<file path="src/rtl/divider_arbiter.sv">
// Round-robin front end for one shared sequential divider: picks a requester,
// hands its operands to the divider, and routes the result (or a watchdog
// error) back tagged with the requester id.
module divider_arbiter #(
    parameter int NUM_REQ = 2,
    parameter int WIDTH   = 32,
    parameter int TIMEOUT = 1024
) (
    input  logic                       clk,
    input  logic                       rst,
    input  logic [NUM_REQ-1:0]         req_valid,
    input  logic [NUM_REQ*WIDTH-1:0]   req_dividend,
    input  logic [NUM_REQ*WIDTH-1:0]   req_divisor,
    output logic [NUM_REQ-1:0]         req_ready,
    output logic                       resp_valid,
    output logic [$clog2(NUM_REQ)-1:0] resp_id,
    output logic [WIDTH-1:0]           resp_quotient,
    output logic [WIDTH-1:0]           resp_remainder,
    output logic                       resp_error,
    output logic [WIDTH-1:0]           div_dividend,
    output logic [WIDTH-1:0]           div_divisor,
    output logic                       div_in_valid,
    input  logic [WIDTH-1:0]           div_quotient,
    input  logic [WIDTH-1:0]           div_remainder,
    input  logic                       div_out_valid,
    input  logic                       div_error,
    input  logic                       div_busy
);

    localparam int IDW = $clog2(NUM_REQ);
    localparam int WDW = $clog2(TIMEOUT + 1);

    typedef enum logic [1:0] {S_IDLE, S_ISSUE, S_WAIT} state_t;

    state_t             state_q, state_d;
    logic [IDW-1:0]     last_grant_q, last_grant_d;
    logic [IDW-1:0]     id_q, id_d;
    logic [WDW-1:0]     wd_q, wd_d;
    logic [NUM_REQ-1:0] req_ready_q, req_ready_d;
    logic               resp_valid_q, resp_valid_d;
    logic [IDW-1:0]     resp_id_q, resp_id_d;
    logic [WIDTH-1:0]   resp_quotient_q, resp_quotient_d;
    logic [WIDTH-1:0]   resp_remainder_q, resp_remainder_d;
    logic               resp_error_q, resp_error_d;
    logic [WIDTH-1:0]   div_dividend_q, div_dividend_d;
    logic [WIDTH-1:0]   div_divisor_q, div_divisor_d;
    logic               div_in_valid_q, div_in_valid_d;

    logic [WIDTH-1:0]     dividend_arr [NUM_REQ];
    logic [WIDTH-1:0]     divisor_arr  [NUM_REQ];
    logic [2*NUM_REQ-1:0] req_rot;
    logic [IDW:0]         grant_start;
    logic [IDW:0]         grant_off;
    logic [IDW:0]         grant_sum;
    logic                 grant_found;
    logic [IDW-1:0]       grant_id;

    genvar gi;
    generate
        for (gi = 0; gi < NUM_REQ; gi++) begin : g_unpack
            assign dividend_arr[gi] = req_dividend[gi*WIDTH +: WIDTH];
            assign divisor_arr[gi]  = req_divisor[gi*WIDTH +: WIDTH];
        end
    endgenerate

    // Rotate the request vector so the search starts just above the last winner.
    assign grant_start = {1'b0, last_grant_q} + (IDW+1)'(1);
    assign req_rot     = {req_valid, req_valid} >> grant_start;
    assign grant_sum   = grant_start + grant_off;
    assign grant_id    = (grant_sum >= (IDW+1)'(NUM_REQ)) ? IDW'(grant_sum - (IDW+1)'(NUM_REQ))
                                                          : IDW'(grant_sum);

    // Lowest set bit of the rotated vector is the round-robin winner offset.
    always_comb begin
        grant_found = 1'b0;
        grant_off   = '0;
        for (int k = NUM_REQ - 1; k >= 0; k--) begin
            if (req_rot[k]) begin
                grant_found = 1'b1;
                grant_off   = (IDW+1)'(k);
            end
        end
    end

    // Next-state and output logic for the grant / issue / wait sequence.
    always_comb begin
        state_d          = state_q;
        last_grant_d     = last_grant_q;
        id_d             = id_q;
        wd_d             = wd_q;
        req_ready_d      = '0;
        resp_valid_d     = 1'b0;
        div_in_valid_d   = 1'b0;
        resp_id_d        = resp_id_q;
        resp_quotient_d  = resp_quotient_q;
        resp_remainder_d = resp_remainder_q;
        resp_error_d     = resp_error_q;
        div_dividend_d   = div_dividend_q;
        div_divisor_d    = div_divisor_q;
        case (state_q)
            S_IDLE: begin
                if (grant_found) begin
                    div_dividend_d = dividend_arr[grant_id];
                    div_divisor_d  = divisor_arr[grant_id];
                    id_d           = grant_id;
                    last_grant_d   = grant_id;
                    req_ready_d    = NUM_REQ'(1) << grant_id;
                    state_d        = S_ISSUE;
                end
            end
            S_ISSUE: begin
                if (!div_busy) begin
                    div_in_valid_d = 1'b1;
                    wd_d           = '0;
                    state_d        = S_WAIT;
                end
            end
            S_WAIT: begin
                // A real result wins over a watchdog expiry in the same cycle.
                if (div_out_valid) begin
                    resp_valid_d     = 1'b1;
                    resp_id_d        = id_q;
                    resp_quotient_d  = div_quotient;
                    resp_remainder_d = div_remainder;
                    resp_error_d     = div_error;
                    state_d          = S_IDLE;
                end else if (wd_q == WDW'(TIMEOUT - 1)) begin
                    resp_valid_d     = 1'b1;
                    resp_id_d        = id_q;
                    resp_quotient_d  = '0;
                    resp_remainder_d = '0;
                    resp_error_d     = 1'b1;
                    state_d          = S_IDLE;
                end else begin
                    wd_d = wd_q + WDW'(1);
                end
            end
            default: state_d = S_IDLE;
        endcase
    end

    // State and output registers.
    always_ff @(posedge clk) begin
        if (rst) begin
            state_q          <= S_IDLE;
            last_grant_q     <= IDW'(NUM_REQ - 1);
            id_q             <= '0;
            wd_q             <= '0;
            req_ready_q      <= '0;
            resp_valid_q     <= 1'b0;
            resp_id_q        <= '0;
            resp_quotient_q  <= '0;
            resp_remainder_q <= '0;
            resp_error_q     <= 1'b0;
            div_dividend_q   <= '0;
            div_divisor_q    <= '0;
            div_in_valid_q   <= 1'b0;
        end else begin
            state_q          <= state_d;
            last_grant_q     <= last_grant_d;
            id_q             <= id_d;
            wd_q             <= wd_d;
            req_ready_q      <= req_ready_d;
            resp_valid_q     <= resp_valid_d;
            resp_id_q        <= resp_id_d;
            resp_quotient_q  <= resp_quotient_d;
            resp_remainder_q <= resp_remainder_d;
            resp_error_q     <= resp_error_d;
            div_dividend_q   <= div_dividend_d;
            div_divisor_q    <= div_divisor_d;
            div_in_valid_q   <= div_in_valid_d;
        end
    end

    assign req_ready      = req_ready_q;
    assign resp_valid     = resp_valid_q;
    assign resp_id        = resp_id_q;
    assign resp_quotient  = resp_quotient_q;
    assign resp_remainder = resp_remainder_q;
    assign resp_error     = resp_error_q;
    assign div_dividend   = div_dividend_q;
    assign div_divisor    = div_divisor_q;
    assign div_in_valid   = div_in_valid_q;

endmodule

</file>
<file path="config.mk">
export PLATFORM = sky130hd
export DESIGN_NAME = divider_arbiter
export DESIGN_NICKNAME = d
export VERILOG_FILES = /design/src/rtl/divider_arbiter.sv
export SDC_FILE = /design/constraint.sdc
export NUM_CORES = 1
export LEC_CHECK = 0
export ABC_AREA = 1
export CORE_MARGIN = 2
export CORE_UTILIZATION = 41
export CTS_BUF_LIST = sky130_fd_sc_hd__clkbuf_2 sky130_fd_sc_hd__clkbuf_4 sky130_fd_sc_hd__clkbuf_8
export CTS_CLUSTER_SIZE = 14
export DETAILED_ROUTE_END_ITERATION = 16
export PLACE_DENSITY = 0.82
export SYNTH_ARGS = -nofsm -noshare
export SYNTH_HDL_FRONTEND = slang
export SYNTH_SLANG_ARGS = --single-unit
</file>
<file path="constraint.sdc">
create_clock -name clk -period 1.9 [get_ports clk]
set_input_delay 0.19 -clock clk [delete_from_list [all_inputs] [get_ports clk]]
set_output_delay 0.19 -clock clk [all_outputs]
set_load 0.01 [all_outputs]
</file>
# == Yosys cells after proc, flatten, opt, wreduce, memory -nomap -nowiden ==
# Index checks and enable logic that the tools add are counted.
# totals
input_bits,199
reg_bits,149
# op_classes
n_lt_le_gt_ge,2
n_eq_ne,8
muxes,30
addsub,4
n_reduce_logical,10
n_shift,2
bitwise,5
# op_table
operator,n
32-bit two-way mux,9
11-bit two-way mux,3
11-bit case mux with 2 select lines,1
"11-bit by 1-bit adder with 11-bit output, second input constant",1
"11-bit by 10-bit == test with 1-bit output, second input constant",1
1-bit two-way mux,11
2-bit two-way mux,5
"2-bit inequality test, second input constant",4
2-bit case mux with 3 select lines,1
"2-bit >= comparator, second input constant",2
1-bit NOT,4
2-bit AND reduction,2
4-bit AND reduction,1
2-bit nonzero test,2
2-bit OR reduction,2
4-bit by 2-bit >> shifter with 2-bit output,1
"3-bit inequality test, second input constant",1
3-bit AND reduction,1
3-bit OR reduction,1
"1-bit by 1-bit adder with 2-bit output, second input constant",1
2-bit adder,1
"2-bit by 1-bit == test with 1-bit output, second input constant",1
"2-bit == test, second input constant",1
2-bit zero test,1
3 further kinds,3

# == Depth between registers and ports, before layout ==
# logic_depth
depth_word,11
depth_mapped,10

# == Least setup slack after synthesis ==
# Ideal clock, no wire load.
# synth_path
path_type,reg-to-reg
from,register wd_q[0]
to,"register resp_quotient_q[18], in the netlist resp_quotient[18]"
synth_period_minus_slack_ns,1.540
path_stages_with_launch,11
setup_slack_ns,0.360
arrival_ns,1.397
required_time_ns,1.757
path_cell_list,dfxtp_1 > ha_1 > nand2_1 > nor2_2 > nand3_4 > nand2_4 > nand2_2 > buf_6 > buf_6 > nand2_2 > a21oi_1
# synth_between
elab_chain_cells,3
# synth_rtl
element,line,source
from (decl),38,"logic [WDW-1:0] wd_q, wd_d;"
from (signal assigned),162,wd_q <= wd_d;
11-bit by 10-bit == test with 1-bit output,127,end else if (wd_q == WDW'(TIMEOUT - 1)) begin
2-bit nonzero test (no line),n/a,
2-bit AND reduction (no line),n/a,
to (signal assigned),166,resp_quotient_q <= resp_quotient_d;
to (decl),42,"logic [WIDTH-1:0] resp_quotient_q, resp_quotient_d;"
# Every way passes these cells.
# A chain may end at the register's enable or synchronous reset.

# == Worst setup path in the final report ==
# layout_path
from,register wd_q[0]
to,"register resp_quotient_q[6], in the netlist resp_quotient[6]"
# Same word-level chain as after synthesis.

==> impl_metrics.csv <==
group,metric,value,unit
drt,wl_per_cell,15.3,um
global_routing,gr-total-overflow,0,
drt,wl_met1,8470,um
yosys,syn_area_per_cell,7.61,um^2
pwr,p_leak,4.32,nW
placement,io_buffers,332,
timing,fin_setup_tns,0,ns
timing,finClkSkew,0.0110,ns
yosys,syn_area,0.00651,mm^2
die,die_area,0.0169,mm^2
yosys,synth_area_leaders,"dfxtp_1, nand2_1, a21oi_1, a21o_1, inv_1",
global_routing,antenna_found_initial,0,
timing,rsz0062_at_grt,"no",
placement,place_area,0.0101,mm^2
cts,cts_tree,"yes",
drt,drt-total-wl,21300,um
global_routing,grt_pass1_wl,32000,um
cts,cts_max_level,4,
yosys,synthTopCellsByCount,"nand2_1, dfxtp_1, a21oi_1",
finish,syn_to_final_growth,61.2,%
finish,nets,1367,
yosys,synthArstFlopShare,0,%
yosys,syn-instance-count,856,
drt,route.met2.wl,10200,um
drt,via_per_inst,4.85,
cts,hold_buffers,0,
yosys,ys.flop_type,"dfxtp_1",
yosys,synth_top_area_cell,"dfxtp_1",
yosys,synth_top_area_share,45.8,%
cts,cts_setup_buffers,0,
placement,dp_hpwl,15100,um
cts,cts_buffers,17,
finish,fill_cells,1341,
yosys,synth_most_common_cell,"nand2_1",
cts,clock_sinks,149,
finish,fin_area,0.0105,mm^2
setup_path,required,2.21,ns
cts,root_buffer,"clkbuf_8",
setup_path,arrival,1.93,ns
cts,worstSkewPairLatency,0.44,ns
run,cap_viol_max_count,0,
setup_path,critical_path_class,"reg2reg",
drt,highest_layer,"met4",
timing,finalSetupViolCount,0,
yosys,ys_seq_area_share,45.8,%
finish,antenna_cells,0,
cts,clkTransAtPathRegs,0.08,ns
timing,slew_headroom,72.4,%
timing,worst_pin_slew,0.413,ns
die,coreArea,0.0157,mm^2
drt,vias,6770,
setup_path,critPathMaxFanout,48,
yosys,yosys_warnings,0,
timing,drv_slew,0,
drt,first_pass_iters,4,
setup_path,endpoint_kind,"register",
die,die_h,130,um
outcome,status,"finished clean",
pwr,powerDensity,765,mW/mm^2
timing,fmax,619,MHz
die,dieWidth,130,um
pwr,peakVddDrop,0.000438,V
yosys,syn_nets,1056,
yosys,synth_cell_type_count,30,
drt,antenna_left,0,
yosys,ys_ff_latch,149,
yosys,synth-edff-count,0,
drt,drt_iter0_drc,386,
drt,drc,0,
finish,seqCellArea,0.00298,mm^2
finish,multiInputGateArea,0.00294,mm^2
timing,hold_violations,0,
timing,finalCritPeriodShare,85.1,%
setup_path,critPathLaunchType,"register",
global_routing,grt_pass1_vias,6346,
placement,gp_congestion,0.831,
finish,layout-drive-gt1-share,10.8,%
die,row_count,46,
die,start_util,41.4,%
cts,clk_path_buf_depth,2,
cts,cts_resized,0,
global_routing,grt_usage,24.3,%
drt,dr_wl_met3,2060,um
hold_path,hold_class,"in2reg",
timing,fin_crit,1.62,ns
global_routing,grt_max_degree,81,
die,pin_count,333,
[per-stage QoR]
step	hold slack (ns)	setup WS, ns	utilization, %	power [mW]	cells
2_1_floorplan	0.267	0.360	-	4.35	856
3_3_place_gp	0.437	0.187	64.0	5.39	1364
3_5_place_dp	0.442	0.145	64.0	5.43	1364
4_1_cts	0.249	0.260	66.8	8.12	1396
5_1_grt	0.262	0.103	66.8	8.42	1396
6_report	0.282	0.283	66.8	8.03	1396
[placed cells by master (no fill, tap or decap), drive strengths merged]
master,n
clkdlybuf4s50,331
clkbuf,22
o211ai,1
nand2,247
nand3,20
nand3b,3
nor3,3
clkinvlp,4
inv,78
clkinv,2
ha,1
o21bai,2
nor4,1
nor3b,2
nor2,26
a21boi,1
o21ai,63
a21o,62
a21oi,139
dfxtp,149
buf,20
bufinv,3
[where the power goes]
group          total [mW]  switching [mW]  internal, mW
registers            3.46           0.116          3.34
clock network        2.67            1.23          1.44
logic                1.90           0.858          1.04
total                8.03            2.20          5.83
[flip-flops by register name, summed over array words and instances (netlist names), 2 cells and up]
| name | flops |
|---|---|
| state_q | 2 |
| resp_remainder | 32 |
| wd_q | 11 |
| resp_quotient | 32 |
| req_ready | 2 |
| div_divisor | 32 |
| div_dividend | 32 |
[cell families after synthesis]
family,after synthesis,share of synthesized area [%]
AO/OA/AOI/OAI,268,24.1
buffers and inverters,136,9.19
flip-flops,149,45.8
adder cells (fa/ha/maj),1,0.192
AND/OR/NAND/NOR,302,20.7
[critical path, stage by stage (launching register included)]
cell and delay [ns]:
dfxtp_1 0.38, ha_1 0.20, nand2_1 0.09, nor2_2 0.16, nand3_4 0.12, nand2_4 0.08, nand2_2 0.07, buf_12 0.20
nand2_1 0.10, a21oi_1 0.07
[area by class of cell]
type	instances	share of cell area (%)
clock buffers	22	2.77
flip-flops and latches	149	28.4
repair buffers	351	34.1
inverters	77	2.75
multi-input cells	571	28.0
clock inverters	10	1.40
well taps	216	2.58
[routing by layer]
| metal | track usage [%] | vias up |
|---|---|---|
| met5 | 0 | - |
| met4 | 10.6 | 0 |
| met3 | 9.68 | 43 |
| met2 | 41.8 | 251 |
| met1 | 26.4 | 3095 |
| li1 | - | 3381 |
[path summary, 6_finish.rpt]
kind                                         startpoint                            end  slack [ns]  cells past startpoint
worst min-delay path                                rst           resp_id$_SDFFE_PP0P_        0.28                      3
worst max register to register     wd_q[0]$_SDFFE_PP0P_  resp_quotient[6]$_SDFFE_PP0P_        0.28                      9
worst min register to register  state_q[1]$_SDFFE_PP0P_        div_in_valid$_SDFF_PP0_        0.45                      1
worst max-delay path               wd_q[0]$_SDFFE_PP0P_  resp_quotient[6]$_SDFFE_PP0P_        0.28                      9
(Power assumes the default switching activity.)
